`config.mk`:
```
export PLATFORM = sky130hd
export DESIGN_NAME = v13_peak_detector
export DESIGN_NICKNAME = d
export VERILOG_FILES = /design/src/rtl/v13_peak_detector.sv
export SDC_FILE = /design/constraint.sdc
export NUM_CORES = 1
export LEC_CHECK = 0
export ABC_AREA = 1
export BUFFER_PORTS_ARGS = -buffer_cell sky130_fd_sc_hd__buf_2
export CORE_AREA = 8 8 161 239
export CTS_BUF_LIST = sky130_fd_sc_hd__clkbuf_4 sky130_fd_sc_hd__clkbuf_8 sky130_fd_sc_hd__clkbuf_16
export DETAILED_ROUTE_END_ITERATION = 6
export DIE_AREA = 0 0 169 247
export GPL_ROUTABILITY_DRIVEN = 0
export GPL_TIMING_DRIVEN = 0
export SYNTH_ARGS = -nofsm -noshare
export SYNTH_HDL_FRONTEND = slang
export SYNTH_SLANG_ARGS = --single-unit
```
`constraint.sdc`:
```
create_clock -name clk -period 2.3 [get_ports clk]
set_clock_uncertainty 0.15 [all_clocks]
set_input_delay 0.345 -clock clk [delete_from_list [all_inputs] [get_ports clk]]
set_output_delay 0.345 -clock clk [all_outputs]
set_load 0.1 [all_outputs]
```
`src/rtl/v13_peak_detector.sv`:
```
// Peak detector for the v13 shaped stream: one event (amp/time/width/pileup) per pulse.
// Latency: event visible on the clock edge that samples the pulse-ending sample.
// Backpressure: 1-entry event register; an emit while it is full and not being read is dropped and counted.
module v13_peak_detector #(
  parameter int DATA_W  = 17,
  parameter int TS_W    = 32,
  parameter int MAX_W   = 64,
  parameter int HOLDOFF = 16
) (
  input  logic                     clk,
  input  logic                     reset,
  input  logic signed [DATA_W-1:0] in_data,
  input  logic                     in_valid,
  input  logic signed [DATA_W-1:0] threshold,
  output logic                     evt_valid,
  input  logic                     evt_ready,
  output logic signed [DATA_W-1:0] evt_amp,
  output logic [TS_W-1:0]          evt_time,
  output logic [7:0]               evt_width,
  output logic                     evt_pileup,
  output logic [15:0]              lost_cnt
);

  localparam logic [1:0] S_IDLE    = 2'd0;
  localparam logic [1:0] S_ABOVE   = 2'd1;
  localparam logic [1:0] S_HOLDOFF = 2'd2;

  localparam int          HC_W    = $clog2(HOLDOFF) + 1;
  localparam logic [HC_W-1:0] HC_LAST = HC_W'(HOLDOFF - 1);
  localparam logic [7:0]  MAX_W8  = 8'(MAX_W);

  logic [1:0]               state;
  logic [TS_W-1:0]          ts;
  logic signed [DATA_W-1:0] peak;
  logic [TS_W-1:0]          peak_ts;
  logic [7:0]               width;
  logic [HC_W-1:0]          hcnt;
  logic                     pileup_pend;

  logic above;
  logic at_max;
  logic emit;
  logic emit_pileup;

  // Decode whether the current valid sample ends the running pulse.
  always_comb begin
    above       = in_data > threshold;
    at_max      = (width == MAX_W8);
    emit        = 1'b0;
    emit_pileup = at_max | pileup_pend;
    if (in_valid && state == S_ABOVE && (!above || at_max)) begin
      emit = 1'b1;
    end
  end

  // Free-running timestamp, counts every clock regardless of in_valid.
  always_ff @(posedge clk or negedge reset) begin
    if (!reset) begin
      ts <= '0;
    end else begin
      ts <= ts + TS_W'(1);
    end
  end

  // Pulse tracking: IDLE -> ABOVE -> HOLDOFF, advancing only on valid samples.
  always_ff @(posedge clk or negedge reset) begin
    if (!reset) begin
      state       <= S_IDLE;
      peak        <= '0;
      peak_ts     <= '0;
      width       <= '0;
      hcnt        <= '0;
      pileup_pend <= 1'b0;
    end else if (in_valid) begin
      case (state)
        S_IDLE: begin
          if (above) begin
            state   <= S_ABOVE;
            peak    <= in_data;
            peak_ts <= ts;
            width   <= 8'd1;
          end
        end
        S_ABOVE: begin
          if (emit) begin
            // Ending sample is neither counted nor compared against the peak.
            state       <= S_HOLDOFF;
            hcnt        <= '0;
            pileup_pend <= 1'b0;
          end else begin
            width <= width + 8'd1;
            if (in_data > peak) begin
              peak    <= in_data;
              peak_ts <= ts;
            end
          end
        end
        S_HOLDOFF: begin
          if (hcnt == HC_LAST) begin
            if (above) begin
              // Pulse already high when holdoff expires: start it now, flag as pileup.
              state       <= S_ABOVE;
              peak        <= in_data;
              peak_ts     <= ts;
              width       <= 8'd1;
              pileup_pend <= 1'b1;
            end else begin
              state <= S_IDLE;
            end
          end else begin
            hcnt <= hcnt + HC_W'(1);
          end
        end
        default: state <= S_IDLE;
      endcase
    end
  end

  // One-entry event register with valid/ready handoff and saturating drop counter.
  always_ff @(posedge clk or negedge reset) begin
    if (!reset) begin
      evt_valid  <= 1'b0;
      evt_amp    <= '0;
      evt_time   <= '0;
      evt_width  <= '0;
      evt_pileup <= 1'b0;
      lost_cnt   <= '0;
    end else if (emit) begin
      if (!evt_valid || evt_ready) begin
        evt_valid  <= 1'b1;
        evt_amp    <= peak;
        evt_time   <= peak_ts;
        evt_width  <= width;
        evt_pileup <= emit_pileup;
      end else if (lost_cnt != 16'hFFFF) begin
        lost_cnt <= lost_cnt + 16'd1;
      end
    end else if (evt_valid && evt_ready) begin
      evt_valid <= 1'b0;
    end
  end

endmodule

```
== Word level (Yosys, flattened, before mapping) ==
Cells that the tools add are included.
Word-level totals
  register bits: 172
  input port bits: 38
  output and inout port bits: 75
  logic and storage cells: 83
Cells by class
  add/subtract/negate cells: 4
  $lt $le $gt $ge: 2
  equal/unequal tests: 13
  multiplexer cells: 30
  bitwise operators: 2
  reduce and logical (&&, ||, !) cells: 19
Operators with widths (count)
  32-bit two-way mux: 4
  32-bit one-hot mux with 3 select lines: 1
  17-bit two-way mux: 4
  17-bit one-hot mux with 3 select lines: 1
  17-bit greater-than comparator: 2
  32-bit by 1-bit adder with 32-bit output (second input constant): 1
  8-bit two-way mux: 3
  8-bit one-hot mux with 3 select lines: 1
  16-bit by 1-bit adder with 16-bit output (second input constant): 1
  16-bit inequality test (second input constant): 1
  2-bit inequality test (second input constant): 6
  4-bit AND reduction: 3
  5-bit two-way mux: 2
  5-bit one-hot mux with 2 select lines: 1
  5-bit AND reduction: 2
  8-bit by 1-bit adder with 8-bit output (second input constant): 1
  8-bit by 7-bit == test with 1-bit output (second input constant): 1
  1-bit two-way mux: 8
  2-bit two-way mux: 3
  2-bit one-hot mux with 3 select lines: 1
  5-bit by 1-bit adder with 5-bit output (second input constant): 1
  5-bit by 4-bit == test with 1-bit output (second input constant): 1
  2-bit by 1-bit inequality test with 1-bit output (second input constant): 2
  2-bit AND reduction: 2
  12 further kinds: 17

== Longest topological paths before layout ==
  depth after elaboration: 7
  depth in mapped cells: 19

== Least setup slack after synthesis ==
Ideal clock, no wire load.
  path kind: reg-to-reg
  start: register lost_cnt[0]
  end: register lost_cnt[6]
  library setup time: 0.122 ns
  arrival: 2.280 ns
  setup slack: -0.252 ns
  stages on the path, launching flop included: 10
  buffers on the path: 1
  cell sequence: dfrtp_1 -> ha_1 -> nand2_1 -> nor2_1 -> nand2_1 -> nor2_1 -> nor3_4 -> buf_2 -> nand2_1 -> nand2_1
Between the ends
  word-level cells in the longest chain between the ends: 2
  elaborated cells between the ends (all ways): 3
RTL lines
  start: declaration: RTL line 21  | output logic [15:0] lost_cnt
  start signal: assignment: RTL line 136  | lost_cnt <= lost_cnt + 16'd1;
  branches (longest 2 deep; another with 16-bit by 1-bit adder with 16-bit output)
Parallel ways; which one is timed is not known.
A chain may end at the register's enable or synchronous reset.

== Worst setup path after layout ==
  start: register peak[12]
  end: register peak_ts[14]
Between the ends
  word-level cells in the longest chain between the ends: 3
RTL lines
  start: declaration: RTL line 34  | logic signed [DATA_W-1:0] peak;
  start signal: assignment: RTL line 79  | peak <= in_data;
  start signal: assignment: RTL line 93  | peak <= in_data;
  start signal: assignment: RTL line 103  | peak <= in_data;
  17-bit greater-than comparator: RTL line 92  | if (in_data > peak) begin
  2-bit by 1-bit inequality test with 1-bit output (no source line)
  5-bit AND reduction (no source line)
  end signal: assignment: RTL line 80  | peak_ts <= ts;
  end signal: assignment: RTL line 94  | peak_ts <= ts;
  end signal: assignment: RTL line 104  | peak_ts <= ts;
  end: declaration: RTL line 35  | logic [TS_W-1:0] peak_ts;
Every way passes these cells.

==> impl_metrics.env <==
export IMPL_status="finished, violations left"
export IMPL_failed_checks="setup timing"
export IMPL_synth_top_cell_by_area="dfrtp_1"
export IMPL_finalWirelength_um=24100
export IMPL_slowest_stage="dfrtp_1"
export IMPL_coreArea_mm2=0.0349
export IMPL_period_needed_ns=2.37
export IMPL_critPathTopFamily="simple AND/OR/NAND/NOR gates"
export IMPL_powerDensity_mw_per_mm2=1080
export IMPL_cts_buffer_depth=2
export IMPL_avgSynthCellArea_um2=8.41
export IMPL_crit_type="register to register"
export IMPL_nNetsFinal=1272
export IMPL_ff2ff_setup_slack_ns=-0.07
export IMPL_diodes=0
export IMPL_r2r_start="peak[12]$_DFFE_PN0P_"
export IMPL_period_share_pct=103
export IMPL_synth_top_area_share_pct=49.8
export IMPL_finalSetupViolCount=39
export IMPL_rsz0062_at_grt="yes"
export IMPL_cp_required_ns=2.48
export IMPL_num_rows=84
export IMPL_clock_latency_ns=0.44
export IMPL_drv_slew=0
export IMPL_root_buffer="clkbuf_16"
export IMPL_grt_pass1_vias=7499
export IMPL_clk_pin_slew_ns=0.07
export IMPL_path_buf_inv=4
export IMPL_clock_sinks=172
export IMPL_leakage_nw=5.80
export IMPL_slew_headroom_pct=42.7
export IMPL_wire_per_inst_um=14.4
export IMPL_fin_util_pct=32.6
export IMPL_grt_max_degree=108
export IMPL_syn_nets=1105
export IMPL_routed_via_count=7251
export IMPL_ys_async_sr_fraction_pct=100
export IMPL_synth_seq_cells=172
export IMPL_synth_area_leaders="dfrtp_1, nand2_1, ha_1"
export IMPL_drc_errors=0
export IMPL_ir_worst_vdd_mv=0.634
export IMPL_grtUsageTotal_pct=11.6
export IMPL_synth_cell_type_count=35
export IMPL_drive_gt1_share_pct=29.5
export IMPL_ys_flop_type="dfrtp_1"
export IMPL_area_growth_pct=31.5
export IMPL_routed_via_density=4.32
export IMPL_netlist_area_mm2=0.00863
export IMPL_setup_worst_path_start="peak[12]$_DFFE_PN0P_"
export IMPL_tightest_slew_ns=0.859
export IMPL_ys_warn_count=0
export IMPL_die_h_um=247
export IMPL_cp_num_cells=15
export IMPL_drt_first_pass_iters=6
export IMPL_grt_first_pass_wirelength_um=38500
export IMPL_yosys_cell_count_top_type="nand2_1"
export IMPL_regToRegEndpoint="peak_ts[14]$_DFFE_PN0P_"
export IMPL_cp_max_fo=10
export IMPL_fill_cells=3698
export IMPL_crit_chain="inv_2 > ha_4 > nand2_2 > nor2_4 > and2_4 > nand3b_1 > nand3_2 > nand2_2 > nand3_2 > nand2_2 > buf_4 > buf_12 > buf_2 > nand4_1 > nand2_1"
export IMPL_place_ws_ns=-0.923
export IMPL_slowest_delay_ns=0.38
export IMPL_tritoncts="yes"
export IMPL_start_util_pct=24.7
export IMPL_place_detailed_hpwl_um=17500
export IMPL_crit_top_cell="nand2_2"
export IMPL_h_tree_depth=4
export IMPL_r2r_cells=15
export IMPL_dp_cells=1613
export IMPL_final_cells=1679
export IMPL_synth_common_cells="nand2_1, dfrtp_1, inv_1"
export IMPL_cts_made_buffers=17
export IMPL_crit_path_start_kind="register"
export IMPL_ys_seq_area_share_pct=49.8
export IMPL_endpoint="peak_ts[14]$_DFFE_PN0P_"
export IMPL_cp_arrival_ns=2.55
export IMPL_synth_edf_count=0
export IMPL_io_pins=113
export IMPL_io_buffer_count=112
export IMPL_maxCapViolCount=0
export IMPL_worst_slack_ns=-0.0678
export IMPL_endpoint_kind="register"
export IMPL_antenna_found_initial=1
export IMPL_max_freq_mhz=422
export IMPL_die_width_um=169
export IMPL_dieArea_mm2=0.0417
export IMPL_drt_iter0_drc=396
export IMPL_hold_ws_ns=0.0366
export IMPL_hold_path_class="primary input to register"
export IMPL_gr_total_overflow=0
export IMPL_ant_nets=0
export IMPL_postSynthCellCount=1027
export IMPL_hold_violations=0
[stage by stage]
step	power, mW	setup TNS, ns	cell area, µm²
floorplan	7.45	0	8650
global placement	8.48	-470.90	9800
detailed placement	8.55	-99.94	9840
CTS	12.0	-0.343	10900
global route	13.0	-14.30	11400
finish	12.3	-1.16	11400
[how the worst min path moves through the flow]
stage | startpoint | to | cells past startpoint
3_5_place_dp | evt_time[26]$_DFFE_PN0P_ | evt_time[26]$_DFFE_PN0P_ | 2
2_1_floorplan | reset | evt_amp[0]$_DFFE_PN0P_ | 0
4_1_cts | in_data[0] | peak[0]$_DFFE_PN0P_ | 3
5_1_grt | in_data[7] | peak[7]$_DFFE_PN0P_ | 3
3_3_place_gp | evt_time[16]$_DFFE_PN0P_ | evt_time[16]$_DFFE_PN0P_ | 2
6_report | in_data[0] | peak[0]$_DFFE_PN0P_ | 3
[what timing repair did]
item	in CTS	in global routing
gates cloned	1	5
hold endpoints to repair	106	0
pin swaps	12	20
buffers inserted	17	14
setup endpoints to repair	133	139
hold buffers	1	0
gates resized for setup	77	79
[cells in the final DEF, fill, tap and decap left out, drive strengths merged, types with 14 or more instances in the layout]
| cell | synthesis | final |
|---|---|---|
| a21oi | 14 | 14 |
| buf | 31 | 175 |
| clkbuf | 4 | 25 |
| dfrtp | 172 | 172 |
| ha | 40 | 40 |
| inv | 104 | 108 |
| nand2 | 402 | 402 |
| nand3 | 27 | 27 |
| nand4 | 62 | 62 |
| nor2 | 54 | 54 |
| nor3 | 17 | 17 |
| o21ai | 38 | 38 |
| xor2 | 34 | 34 |
[report_power, final]
group | switching, mW | internal [mW]
Sequential | 0.347 | 3.54
Clock | 1.28 | 1.52
Combinational | 4.01 | 1.58
Total | 5.63 | 6.65
[state kept, by name (all words and copies together), names as in the netlist, 2 cells and up]
signal and flops:
evt_time 32, peak_ts 32, ts 32, evt_amp 17, peak 17, lost_cnt 16
evt_width 8, width 8, hcnt 5, state 2
[metal layers]
| layer | part of all wire [%] | routed length [µm] | global-route usage (%) | vias to the layer above |
|---|---|---|---|---|
| met1 | 38 | 9130 | 12.1 | 3482 |
| met2 | 54 | 12900 | 21.4 | 127 |
| met4 | 2.9 | 709 | 5.17 | 0 |
| met5 | 0 | 0 | 0 | - |
| li1 | - | - | - | 3605 |
| met3 | 5.6 | 1350 | 3.38 | 37 |
[area by class of cell]
cell class | count | area, µm² | share of cell area, %
flip-flops and latches | 172 | 4320 | 38.0
multi-input cells | 716 | 4240 | 37.3
repair buffers | 149 | 1000 | 8.82
well taps | 473 | 592 | 5.21
clock buffers | 18 | 439 | 3.87
inverters | 104 | 393 | 3.46
plain buffers | 34 | 262 | 2.30
clock inverters | 13 | 115 | 1.01
[cell families after synthesis]
kind of cell	Yosys count	share of synthesized area, %
AO/OA/AOI/OAI	56	3.55
adder cells (fa/ha/maj)	40	5.80
AND/OR/NAND/NOR	574	29.3
flip-flops	172	49.8
XOR/XNOR	46	4.67
buffers and inverters	139	6.81
[worst register-to-register path, delay by kind of cell (launching register included)]
| kind | cells | cell delay [ns] |
|---|---|---|
| simple gates | 10 | 0.94 |
| buf+inv | 4 | 0.50 |
| flops | 1 | 0.38 |
| fa+ha+maj | 1 | 0.28 |
Power figures use the tool's default switching activity.
